--- src/rtl/rf_arb_pkg.sv ---
// Shared definitions for the register-file arbiter: FSM state encoding and port ids.
package rf_arb_pkg;

   localparam logic [1:0] IDLE_ENC    = 2'd0;
   localparam logic [1:0] ACCESS_ENC  = 2'd1;
   localparam logic [1:0] RD_WAIT_ENC = 2'd2;

   typedef enum logic [1:0] {
      IDLE    = IDLE_ENC,
      ACCESS  = ACCESS_ENC,
      RD_WAIT = RD_WAIT_ENC
   } state_t;

   localparam logic PORT0 = 1'b0;
   localparam logic PORT1 = 1'b1;

endpackage

--- src/rtl/rf_arb_rr_pick.sv ---
// Two-way round-robin picker: a lone request wins; a contested request goes to
// the port that was not granted last.
module rf_arb_rr_pick
   import rf_arb_pkg::*;
(
   input  logic [1:0] req,
   input  logic       last,
   output logic       winner,
   output logic       any
);

   // Winner selection; winner is only meaningful when any=1.
   always_comb begin
      any    = |req;
      winner = PORT0;
      if (req == 2'b11) begin
         winner = ~last;
      end else if (req[1]) begin
         winner = PORT1;
      end
   end

endmodule

--- src/rtl/regfile_arbiter.sv ---
// Round-robin arbiter sharing a single-port register file between the system
// command controller (port 0) and the config/debug master (port 1). One access
// in flight; reads wait for RF_DATA_VALID with a timeout that completes with RD_ERR.
// Optional feature macro RF_ARB_LOCK_EN: adds LOCK0/LOCK1 so the current owner can
// keep re-winning while it holds its lock and request.
//
// state   | meaning
// IDLE    | waiting for a request; arbitrates and latches the winner's command
// ACCESS  | one cycle: GNT and RF strobe are out
// RD_WAIT | read issued; waiting for RF_DATA_VALID or timeout
module regfile_arbiter
   import rf_arb_pkg::*;
#(
   parameter int DATA_WIDTH  = 8,
   parameter int ADDR_WIDTH  = 4,
   parameter int TIMEOUT_CYC = 15
)
(
   input  logic                  CLK,
   input  logic                  RST,
   input  logic                  REQ0,
   input  logic                  REQ1,
`ifdef RF_ARB_LOCK_EN
   input  logic                  LOCK0,
   input  logic                  LOCK1,
`endif
   input  logic                  WR0,
   input  logic                  WR1,
   input  logic [ADDR_WIDTH-1:0] ADDR0,
   input  logic [ADDR_WIDTH-1:0] ADDR1,
   input  logic [DATA_WIDTH-1:0] WDATA0,
   input  logic [DATA_WIDTH-1:0] WDATA1,
   output logic                  GNT0,
   output logic                  GNT1,
   output logic [DATA_WIDTH-1:0] RDATA0,
   output logic [DATA_WIDTH-1:0] RDATA1,
   output logic                  RVALID0,
   output logic                  RVALID1,
   output logic                  RD_ERR,
   output logic [ADDR_WIDTH-1:0] RF_ADDRESS,
   output logic                  RF_WrEn,
   output logic                  RF_RdEn,
   output logic [DATA_WIDTH-1:0] RF_WrData,
   input  logic [DATA_WIDTH-1:0] RF_RdData,
   input  logic                  RF_DATA_VALID
);

   localparam int CNT_W = $clog2(TIMEOUT_CYC + 1);
   localparam logic [CNT_W-1:0] CNT_LAST = CNT_W'(TIMEOUT_CYC - 1);

   state_t           state;
   logic             last_q;
   logic             wr_q;
   logic [CNT_W-1:0] cnt;

   logic             pick_win;
   logic             pick_any;
   logic             winner;
   logic             win_wr;

   rf_arb_rr_pick u_pick (
      .req    ({REQ1, REQ0}),
      .last   (last_q),
      .winner (pick_win),
      .any    (pick_any)
   );

`ifdef RF_ARB_LOCK_EN
   logic lock_hold;
   // The last owner keeps the file while it still requests with its lock set.
   assign lock_hold = (last_q == PORT1) ? (LOCK1 & REQ1) : (LOCK0 & REQ0);
   assign winner    = lock_hold ? last_q : pick_win;
`else
   assign winner    = pick_win;
`endif

   assign win_wr = (winner == PORT1) ? WR1 : WR0;

   // Sequencer: arbitration, command latch, timeout counter and all output registers.
   always_ff @(posedge CLK) begin
      if (!RST) begin
         state      <= IDLE;
         last_q     <= PORT1;
         wr_q       <= 1'b0;
         cnt        <= '0;
         GNT0       <= 1'b0;
         GNT1       <= 1'b0;
         RDATA0     <= '0;
         RDATA1     <= '0;
         RVALID0    <= 1'b0;
         RVALID1    <= 1'b0;
         RD_ERR     <= 1'b0;
         RF_ADDRESS <= '0;
         RF_WrEn    <= 1'b0;
         RF_RdEn    <= 1'b0;
         RF_WrData  <= '0;
      end else begin
         GNT0    <= 1'b0;
         GNT1    <= 1'b0;
         RF_WrEn <= 1'b0;
         RF_RdEn <= 1'b0;
         RVALID0 <= 1'b0;
         RVALID1 <= 1'b0;
         RD_ERR  <= 1'b0;
         case (state)
            IDLE: begin
               if (pick_any) begin
                  last_q     <= winner;
                  wr_q       <= win_wr;
                  RF_ADDRESS <= (winner == PORT1) ? ADDR1 : ADDR0;
                  if (win_wr) begin
                     RF_WrData <= (winner == PORT1) ? WDATA1 : WDATA0;
                  end
                  GNT0    <= (winner == PORT0);
                  GNT1    <= (winner == PORT1);
                  RF_WrEn <= win_wr;
                  RF_RdEn <= ~win_wr;
                  state   <= ACCESS;
               end
            end
            ACCESS: begin
               cnt   <= '0;
               state <= wr_q ? IDLE : RD_WAIT;
            end
            RD_WAIT: begin
               // Valid data takes priority over a timeout in the same cycle.
               if (RF_DATA_VALID || (cnt == CNT_LAST)) begin
                  if (last_q == PORT1) begin
                     RDATA1  <= RF_DATA_VALID ? RF_RdData : '0;
                     RVALID1 <= 1'b1;
                  end else begin
                     RDATA0  <= RF_DATA_VALID ? RF_RdData : '0;
                     RVALID0 <= 1'b1;
                  end
                  RD_ERR <= ~RF_DATA_VALID;
                  state  <= IDLE;
               end else begin
                  cnt <= cnt + 1'b1;
               end
            end
            default: state <= IDLE;
         endcase
      end
   end

endmodule

--- config.mk ---
export PLATFORM = sky130hd
export DESIGN_NAME = regfile_arbiter
export DESIGN_NICKNAME = d
export VERILOG_FILES = /design/src/rtl/rf_arb_pkg.sv /design/src/rtl/rf_arb_rr_pick.sv /design/src/rtl/regfile_arbiter.sv
export SDC_FILE = /design/constraint.sdc
export NUM_CORES = 1
export LEC_CHECK = 0
export CAP_MARGIN = 0
export CORE_MARGIN = 2
export CORE_UTILIZATION = 65
export CTS_BUF_LIST = sky130_fd_sc_hd__clkbuf_4 sky130_fd_sc_hd__clkbuf_8
export CTS_CLUSTER_DIAMETER = 30
export DETAILED_ROUTE_END_ITERATION = 12
export DONT_BUFFER_PORTS = 1
export GPL_TIMING_DRIVEN = 0
export PLACE_DENSITY = 0.88
export SLEW_MARGIN = 10
export SYNTH_ARGS = -nofsm -noshare
export SYNTH_HDL_FRONTEND = slang
export SYNTH_SLANG_ARGS = --single-unit
--- constraint.sdc ---
create_clock -name CLK -period 1.8 [get_ports CLK]
set_input_delay 0.18 -clock CLK [delete_from_list [all_inputs] [get_ports CLK]]
set_output_delay 0.18 -clock CLK [all_outputs]
set_load 0.005 [all_outputs]
==> load_flow_metrics.sql, run 1 <==
INSERT INTO impl_metrics (metric_group, metric, value, unit) VALUES
('worst_setup_path', 'worst-path-stages', '6', ''),
('cells_and_area', 'fillers', '195', ''),
('global_route', 'global_route_wire_length_before_repair', '6.555', 'mm'),
('worst_setup_path', 'critPathLaunchType', 'flop', ''),
('worst_setup_path', 'crit_buf_inv', '3', ''),
('status', 'status', 'complete, but fails checks', ''),
('sta', 'hold_violations', '1', ''),
('global_route', 'grt_overflow_total', '0', ''),
('status', 'violations_in_the_final_reports', 'negative hold slack', ''),
('worst_setup_path', 'cp_max_fo', '8', ''),
('worst_setup_path', 'slowest_delay', '0.56', 'ns'),
('worst_setup_path', 'endpoint', 'RF_ADDRESS[2]', ''),
('floorplanning', 'chipHeight', '57.05', 'um'),
('floorplanning', 'ios', '74', ''),
('worst_setup_path', 'crit_type', 'reg -> reg', ''),
('sta', 'final-setup-viol-count', '0', ''),
('sta', 'final.period_utilization', '96.97', '%'),
('placement', 'port-buffer-count', '0', ''),
('flow_run', 'maxCapViolations', '0', ''),
('cts', 'cts_buffers', '5', ''),
('floorplanning', 'core_region_area', '0.002710', 'mm2'),
('cells_and_area', 'fin_nets', '246', ''),
('cells_and_area', 'ff_latch_area', '860.8', 'um2'),
('cts', 'cts_max_path_buffers', '2', ''),
('worst_setup_path', 'reg2reg_slack', '0.05', 'ns'),
('power_and_ir_drop', 'power.ir.vdd_worst', '0.0007301', 'V'),
('power_and_ir_drop', 'powerDensity', '873.3', 'mW/mm2'),
('cells_and_area', 'fraction_of_final_layout_cells_with_drive_strength_greater_than_1', '12.62', '%'),
('sta', 'timing.slew.headroom', '67.48', '%'),
('worst_setup_path', 'rr_startpoint', 'last_q', ''),
('placement', 'detailedPlacementHpwl', '2.979', 'mm'),
('worst_setup_path', 'critical_path.cell_chain', 'buf_4 > a21boi_4 > buf_6 > nand2_1 > a31oi_1 > dlygate4sd3_1', ''),
('sta', 'timing.clock.skew', '0.01485', 'ns'),
('global_route', 'all_layer_global_routing_usage', '26.46', '%'),
('cells_and_area', 'flow.area_growth_from_synthesis', '9.644', '%'),
('synth', 'synth_edf_count', '0', ''),
('worst_setup_path', 'r2r_end', 'RF_ADDRESS[2]', ''),
('synth', 'synth_cell_types', '31', ''),
('synth', 'yosys_most_used_dff', 'dfxtp_1', ''),
('sta', 'finalWorstPathRequiredPeriod', '1.745', 'ns'),
('sta', 'max_freq', '572.9', 'MHz'),
('placement', 'gp_routability_congestion', '0.7708', ''),
('cts', 'htree_levels', '2', ''),
('detailed_routing', 'total_detailed_routing_wirelength', '4.165', 'mm'),
('worst_setup_path', 'worstPathRequired', '2.10', 'ns'),
('worst_setup_path', 'r2r_cells', '6', ''),
('power_and_ir_drop', 'p_total', '1.751', 'mW'),
('synth', 'synth_seq_area_share', '47.06', '%'),
('floorplanning', 'floorplan.initialDensity', '67.50', '%'),
('sta', 'pin_slew_with_the_least_headroom_to_its_limit', '0.4879', 'ns'),
('synth', 'mappedNetlistArea', '0.001829', 'mm2'),
('detailed_routing', 'detailroute.via_count', '1473', ''),
('cts', 'clock_tree_root', 'clkbuf_4', ''),
('floorplanning', 'placement_rows', '19', ''),
('sta', 'hold_ws', '-0.01440', 'ns'),
('cts', 'clkSinkCount', '43', ''),
('cells_and_area', 'antenna-diode-count', '0', ''),
('cells_and_area', 'multi_input_area', '882.1', 'um2'),
('detailed_routing', 'antenna_violating_nets_post_route', '0', ''),
('worst_setup_path', 'endpoint_kind', 'flop', ''),
('detailed_routing', 'avgViaCountPerCell', '6.215', ''),
('worst_setup_path', 'worst_ep_arrival_time', '2.05', 'ns'),
('min_path', 'hold_class', 'in -> reg', ''),
('floorplanning', 'dieArea', '0.003255', 'mm2'),
('synth', 'ys.warnings.count', '0', ''),
('global_route', 'grt_antenna_before_repair', '0', ''),
('global_route', 'maximum_number_of_pins_on_one_net_before_global_route_repair', '13', ''),
('detailed_routing', 'drt-pass1-iter-count', '4', ''),
('detailed_routing', 'route.detailed.wl_per_inst', '17.57', 'um'),
('floorplanning', 'die_w', '57.05', 'um'),
('synth', 'synth_seq_cells', '43', '');
## stage by stage
step | area (um2) | setup slack, ns | util, % | TNS (ns) | instances
after CTS | 1996 | 0.01088 | 73.64 | 0 | 237
after floorplan | 1829 | 0.3265 | - | 0 | 191
after global routing | 2006 | -0.008964 | 74.01 | -0.008964 | 237
final | 2006 | 0.05460 | 74.01 | 0 | 237
after global placement | 1868 | 0.2611 | 68.93 | 0 | 222
after detailed placement | 1868 | 0.1429 | 68.93 | 0 | 222
## worst min-delay path by stage
stage / startpoint / end / slack [ns] / cells past startpoint
final: ADDR1[3] / RF_ADDRESS[3] / -0.01 / 2
after global placement: ADDR1[2] / RF_ADDRESS[2] / 0.34 / 2
after detailed placement: ADDR0[3] / RF_ADDRESS[3] / 0.35 / 2
after global routing: ADDR1[0] / RF_ADDRESS[0] / 0.003 / 2
after CTS: RF_RdData[7] / RDATA0[7] / 0.006 / 2
after floorplan: ADDR1[0] / RF_ADDRESS[0] / 0.33 / 2
## worst reg2reg max path, cell delays in order (launching register included)
cell and delay (ns):
dfxtp_1 0.31, buf_4 0.16, a21boi_4 0.26, buf_6 0.17, nand2_1 0.09, a31oi_1 0.15, dlygate4sd3_1 0.56
## flip-flops by register name, summed over array words and instances (netlist names)
| register | count |
|---|---|
| RDATA0 | 8 |
| RDATA1 | 8 |
| RF_WrData | 8 |
| RF_ADDRESS | 4 |
| cnt | 4 |
| state | 2 |
| GNT0 | 1 |
| GNT1 | 1 |
| RD_ERR | 1 |
| RF_RdEn | 1 |
| RF_WrEn | 1 |
| RVALID0 | 1 |
| RVALID1 | 1 |
| last_q | 1 |
| wr_q | 1 |
## synth_stat cells, drive strengths merged, types with 2 or more instances
library cell,n
a21oi,2
a31oi,6
and3,5
buf,8
clkbuf,5
dfxtp,43
ha,2
inv,3
mux2i,18
nand2,29
nand2b,2
nand3,11
nor2,8
nor2b,2
nor3b,16
o211a,8
o21a,2
o21ai,13
## cell type report
cell class,count,area share [%]
plain buffers,12,3.993
clock buffers,7,2.620
clock inverters,1,0.2495
inverters,3,0.5614
multi-input cells,132,43.98
flip-flops and latches,43,42.92
well taps,31,1.934
repair buffers,8,3.743
## layer usage
metal	vias up	global-route usage [%]	part of all wire, %
met5	-	0	0
met1	692	28.24	39
met2	73	45.48	49
met3	14	8.390	8.5
met4	0	15.95	2.9
li1	694	-	-
## report_power, final
group          switching, mW  leakage [nW]  internal (mW)  total [mW]
registers             0.0389         0.351           1.00        1.04
logic                  0.128         0.551          0.109       0.237
clock network          0.289        0.0361          0.183       0.471
## cells by family after synthesis
group                    after synthesis  share of synthesized area (%)
AO/OA/AOI/OAI                         33                          13.75
XOR/XNOR                               1                         0.4789
adder cells (fa/ha/maj)                2                          1.368
buffers and inverters                 16                          4.719
flip-flops                            43                          47.06
multiplexers                          18                          9.849
AND/OR/NAND/NOR                       78                          22.78
## layout by cell type (no fill, tap or decap), types with 3 or more instances in the layout
cell           instances
clkbuf_4               7
mux2i_1               18
a31oi_1                5
buf_4                  5
dlygate4sd3_1          6
nand3_1               11
and3_1                 5
clkbuf_1               4
dfxtp_1               43
nand2_1               27
inv_1                  3
nor2_1                 8
o21ai_0               13
o211a_1                8
nor3b_1               16
buf_6                  3
## what timing repair did
item / CTS / global route
setup buffers: 0 / 2
gates resized for setup: 0 / 8
setup endpoints to repair: 0 / 2
hold buffers: 7 / 0
hold endpoints to repair: 4 / 0
Power figures use the tool's default switching activity.
==> run 2, diff against run 1 <==
--- a/config.mk
+++ b/config.mk
@@ -14,6 +14,7 @@
 export DONT_BUFFER_PORTS = 1
 export GPL_TIMING_DRIVEN = 0
 export PLACE_DENSITY = 0.88
+export SETUP_SLACK_MARGIN = 0.3
 export SLEW_MARGIN = 10
 export SYNTH_ARGS = -nofsm -noshare
 export SYNTH_HDL_FRONTEND = slang
==> run 2 against run 1 <==
Flip-flop and latch count did not move. Critical path type unchanged. First-iteration DRC count decreased by 33%. Count of clock-buffer cells in the layout stayed put. Wire length increased by 2.8%. Critical path depth is the same. Non-clock buffer count rose by 6. Via count grew 1.4%. Global-route usage is 0.13 points lower. The flow now finishes without violations.
==> load_flow_metrics.sql, run 2 (synthesis results as in run 1) <==
INSERT INTO impl_metrics (metric_group, metric, value, unit) VALUES
('sta', 'pin_slew_with_the_least_headroom_to_its_limit', '0.4927', 'ns'),
('flow_run', 'maxCapViolations', '0', ''),
('global_route', 'grt_antenna_before_repair', '0', ''),
('global_route', 'most_crowded_layer_gr', 'met2', ''),
('sta', 'final-setup-viol-count', '0', ''),
('floorplanning', 'placement_rows', '19', ''),
('cts', 'cts_max_path_buffers', '2', ''),
('worst_setup_path', 'worst_ep_arrival_time', '1.76', 'ns'),
('cts', 'htree_levels', '2', ''),
('power_and_ir_drop', 'power.ir.vdd_worst', '0.0007692', 'V'),
('detailed_routing', 'avgViaCountPerCell', '6.144', ''),
('power_and_ir_drop', 'powerDensity', '841.4', 'mW/mm2'),
('cts', 'clkSinkCount', '43', ''),
('global_route', 'maximum_number_of_pins_on_one_net_before_global_route_repair', '13', ''),
('sta', 'timing.slew.headroom', '67.15', '%'),
('floorplanning', 'ios', '74', ''),
('sta', 'setup_tns', '0', 'ns'),
('sta', 'hold_violations', '0', ''),
('cells_and_area', 'fraction_of_final_layout_cells_with_drive_strength_greater_than_1', '17.92', '%'),
('floorplanning', 'core_region_area', '0.002710', 'mm2'),
('worst_setup_path', 'worstPathRequired', '2.08', 'ns'),
('placement', 'worst_slack_at_placement', '0.1429', 'ns'),
('placement', 'detailedPlacementHpwl', '2.979', 'mm'),
('sta', 'timing.final.max_slew_violations', '0', ''),
('global_route', 'gr-usage-met3', '8.163', '%'),
('floorplanning', 'dieArea', '0.003255', 'mm2'),
('sta', 'max_freq', '676.4', 'MHz'),
('cells_and_area', 'fin_nets', '252', ''),
('cts', 'clock_tree_root', 'clkbuf_4', ''),
('worst_setup_path', 'cp_max_fo', '8', ''),
('sta', 'setup_repair_after_global_routing_missed_its_margin', 'yes', ''),
('floorplanning', 'die_w', '57.05', 'um'),
('detailed_routing', 'antenna_violating_nets_post_route', '0', ''),
('power_and_ir_drop', 'p_leak', '0.9783', 'nW'),
('cells_and_area', 'layout_commonest_cell', 'dfxtp_1', ''),
('detailed_routing', 'total_detailed_routing_wirelength', '4.281', 'mm'),
('min_path', 'hold_class', 'in -> reg', ''),
('global_route', 'first_global_vias', '1471', ''),
('placement', 'gp_routability_congestion', '0.7708', ''),
('worst_setup_path', 'critPathLaunchType', 'flop', ''),
('worst_setup_path', 'endpoint_kind', 'flop', ''),
('cts', 'cts.clk_slew.worst_paths', '0.12', 'ns'),
('floorplanning', 'floorplan.initialDensity', '67.50', '%'),
('sta', 'final.period_utilization', '82.13', '%'),
('detailed_routing', 'drt-initial-drc-count', '57', ''),
('sta', 'finalWorstPathRequiredPeriod', '1.478', 'ns'),
('sta', 'hold_ws', '0.01099', 'ns'),
('global_route', 'global_route_wire_length_before_repair', '6.561', 'mm'),
('cells_and_area', 'flow.area_growth_from_synthesis', '15.39', '%'),
('global_route', 'use_met2', '46.96', '%'),
('global_route', 'grt_overflow_total', '0', ''),
('global_route', 'grtUsageMet1', '27.70', '%'),
('cells_and_area', 'antenna-diode-count', '0', ''),
('sta', 'timing.clock.skew', '0.01621', 'ns'),
('cts', 'cts_buffers', '5', ''),
('detailed_routing', 'route.detailed.wl_per_inst', '17.62', 'um'),
('cells_and_area', 'final_design_area_no_fill', '0.002111', 'mm2'),
('cells_and_area', 'final_cell_mix', 'dfxtp_1, nand2_1, mux2i_1', ''),
('floorplanning', 'chipHeight', '57.05', 'um'),
('cts', 'cts_tree', 'built', ''),
('placement', 'area_after_detailed_placement', '0.001868', 'mm2'),
('detailed_routing', 'drt-pass1-iter-count', '4', ''),
('cells_and_area', 'fillers', '171', ''),
('sta', 'final_critical_path_setup_slack', '0.3217', 'ns'),
('status', 'status', 'finished clean', ''),
('cts', 'latest_clock_arrival_within_the_worst_skew_pair', '0.36', 'ns'),
('detailed_routing', 'detail_route.drc_violations', '0', ''),
('detailed_routing', 'detailroute.via_count', '1493', ''),
('placement', 'port-buffer-count', '0', ''),
('cells_and_area', 'top_regs', 'RDATA0 (8), RDATA1 (8), RF_WrData (8)', ''),
('global_route', 'all_layer_global_routing_usage', '26.33', '%'),
('worst_setup_path', 'crit_type', 'reg -> reg', '');
## run 2: changes by cell type in the layout (fill, tap and decap cells not counted), sizes merged
| cell | change |
|---|---|
| clkbuf | +1 |
| dlygate4sd3 | +2 |
| buf | +3 |
## run 2: final cells by class
type | count | area (um2) | share of cell area, %
repair buffers | 13 | 121.4 | 5.750
multi-input cells | 132 | 937.1 | 44.40
well taps | 31 | 38.79 | 1.838
plain buffers | 13 | 81.33 | 3.853
clock inverters | 1 | 5.005 | 0.2371
clock buffers | 7 | 52.55 | 2.490
flip-flops and latches | 43 | 863.3 | 40.90
inverters | 3 | 11.26 | 0.5335
## run 2: repair_timing
| item | in CTS | in global routing |
|---|---|---|
| gates resized for setup | 3 | 16 |
| pin swaps | 3 | 5 |
| cloned | 0 | 0 |
| setup buffers | 3 | 2 |
| hold endpoints to repair | 4 | 1 |
| endpoints found under the setup margin | 27 | 17 |
| hold buffers | 7 | 1 |
## run 2: path summary, 6_finish.rpt
kind / start / endpoint / slack [ns] / cells past startpoint
hold reg to reg: RDATA1[0] / RDATA1[0] / 0.49 / 2
setup reg to reg: cnt[0] / RDATA1[4] / 0.32 / 6
hold / removal: RF_RdData[1] / RDATA0[1] / 0.01 / 2
setup / recovery: cnt[0] / RDATA1[4] / 0.32 / 6
## run 2: metrics by stage
stage                     std cells  utilization, %  power [mW]
after CTS                       240           74.98       1.755
after detailed placement        222           68.93       1.272
after global placement          222           68.93       1.257
final                           243           77.89       1.776
after floorplan                 191               -       1.222
after global routing            243           77.89       1.839
## run 2: where the power goes
part           total, mW  internal, mW  switching, mW
Combinational      0.252         0.118          0.134
Sequential          1.04          1.00         0.0377
Clock              0.482         0.183          0.299
## run 2: worst max-delay path: stages (launching register included)
cell and delay [ns]:
dfxtp_2 0.36, inv_2 0.04, ha_4 0.15, a31oi_4 0.26, nor2b_4 0.08, nand2_2 0.23, mux2i_1 0.27
## run 2: metal layers
metal  wire [um]  share of wire [%]
met5           0                  0
met4          63                1.5
met3         377                8.8
met2        2140                 50
met1        1699                 40
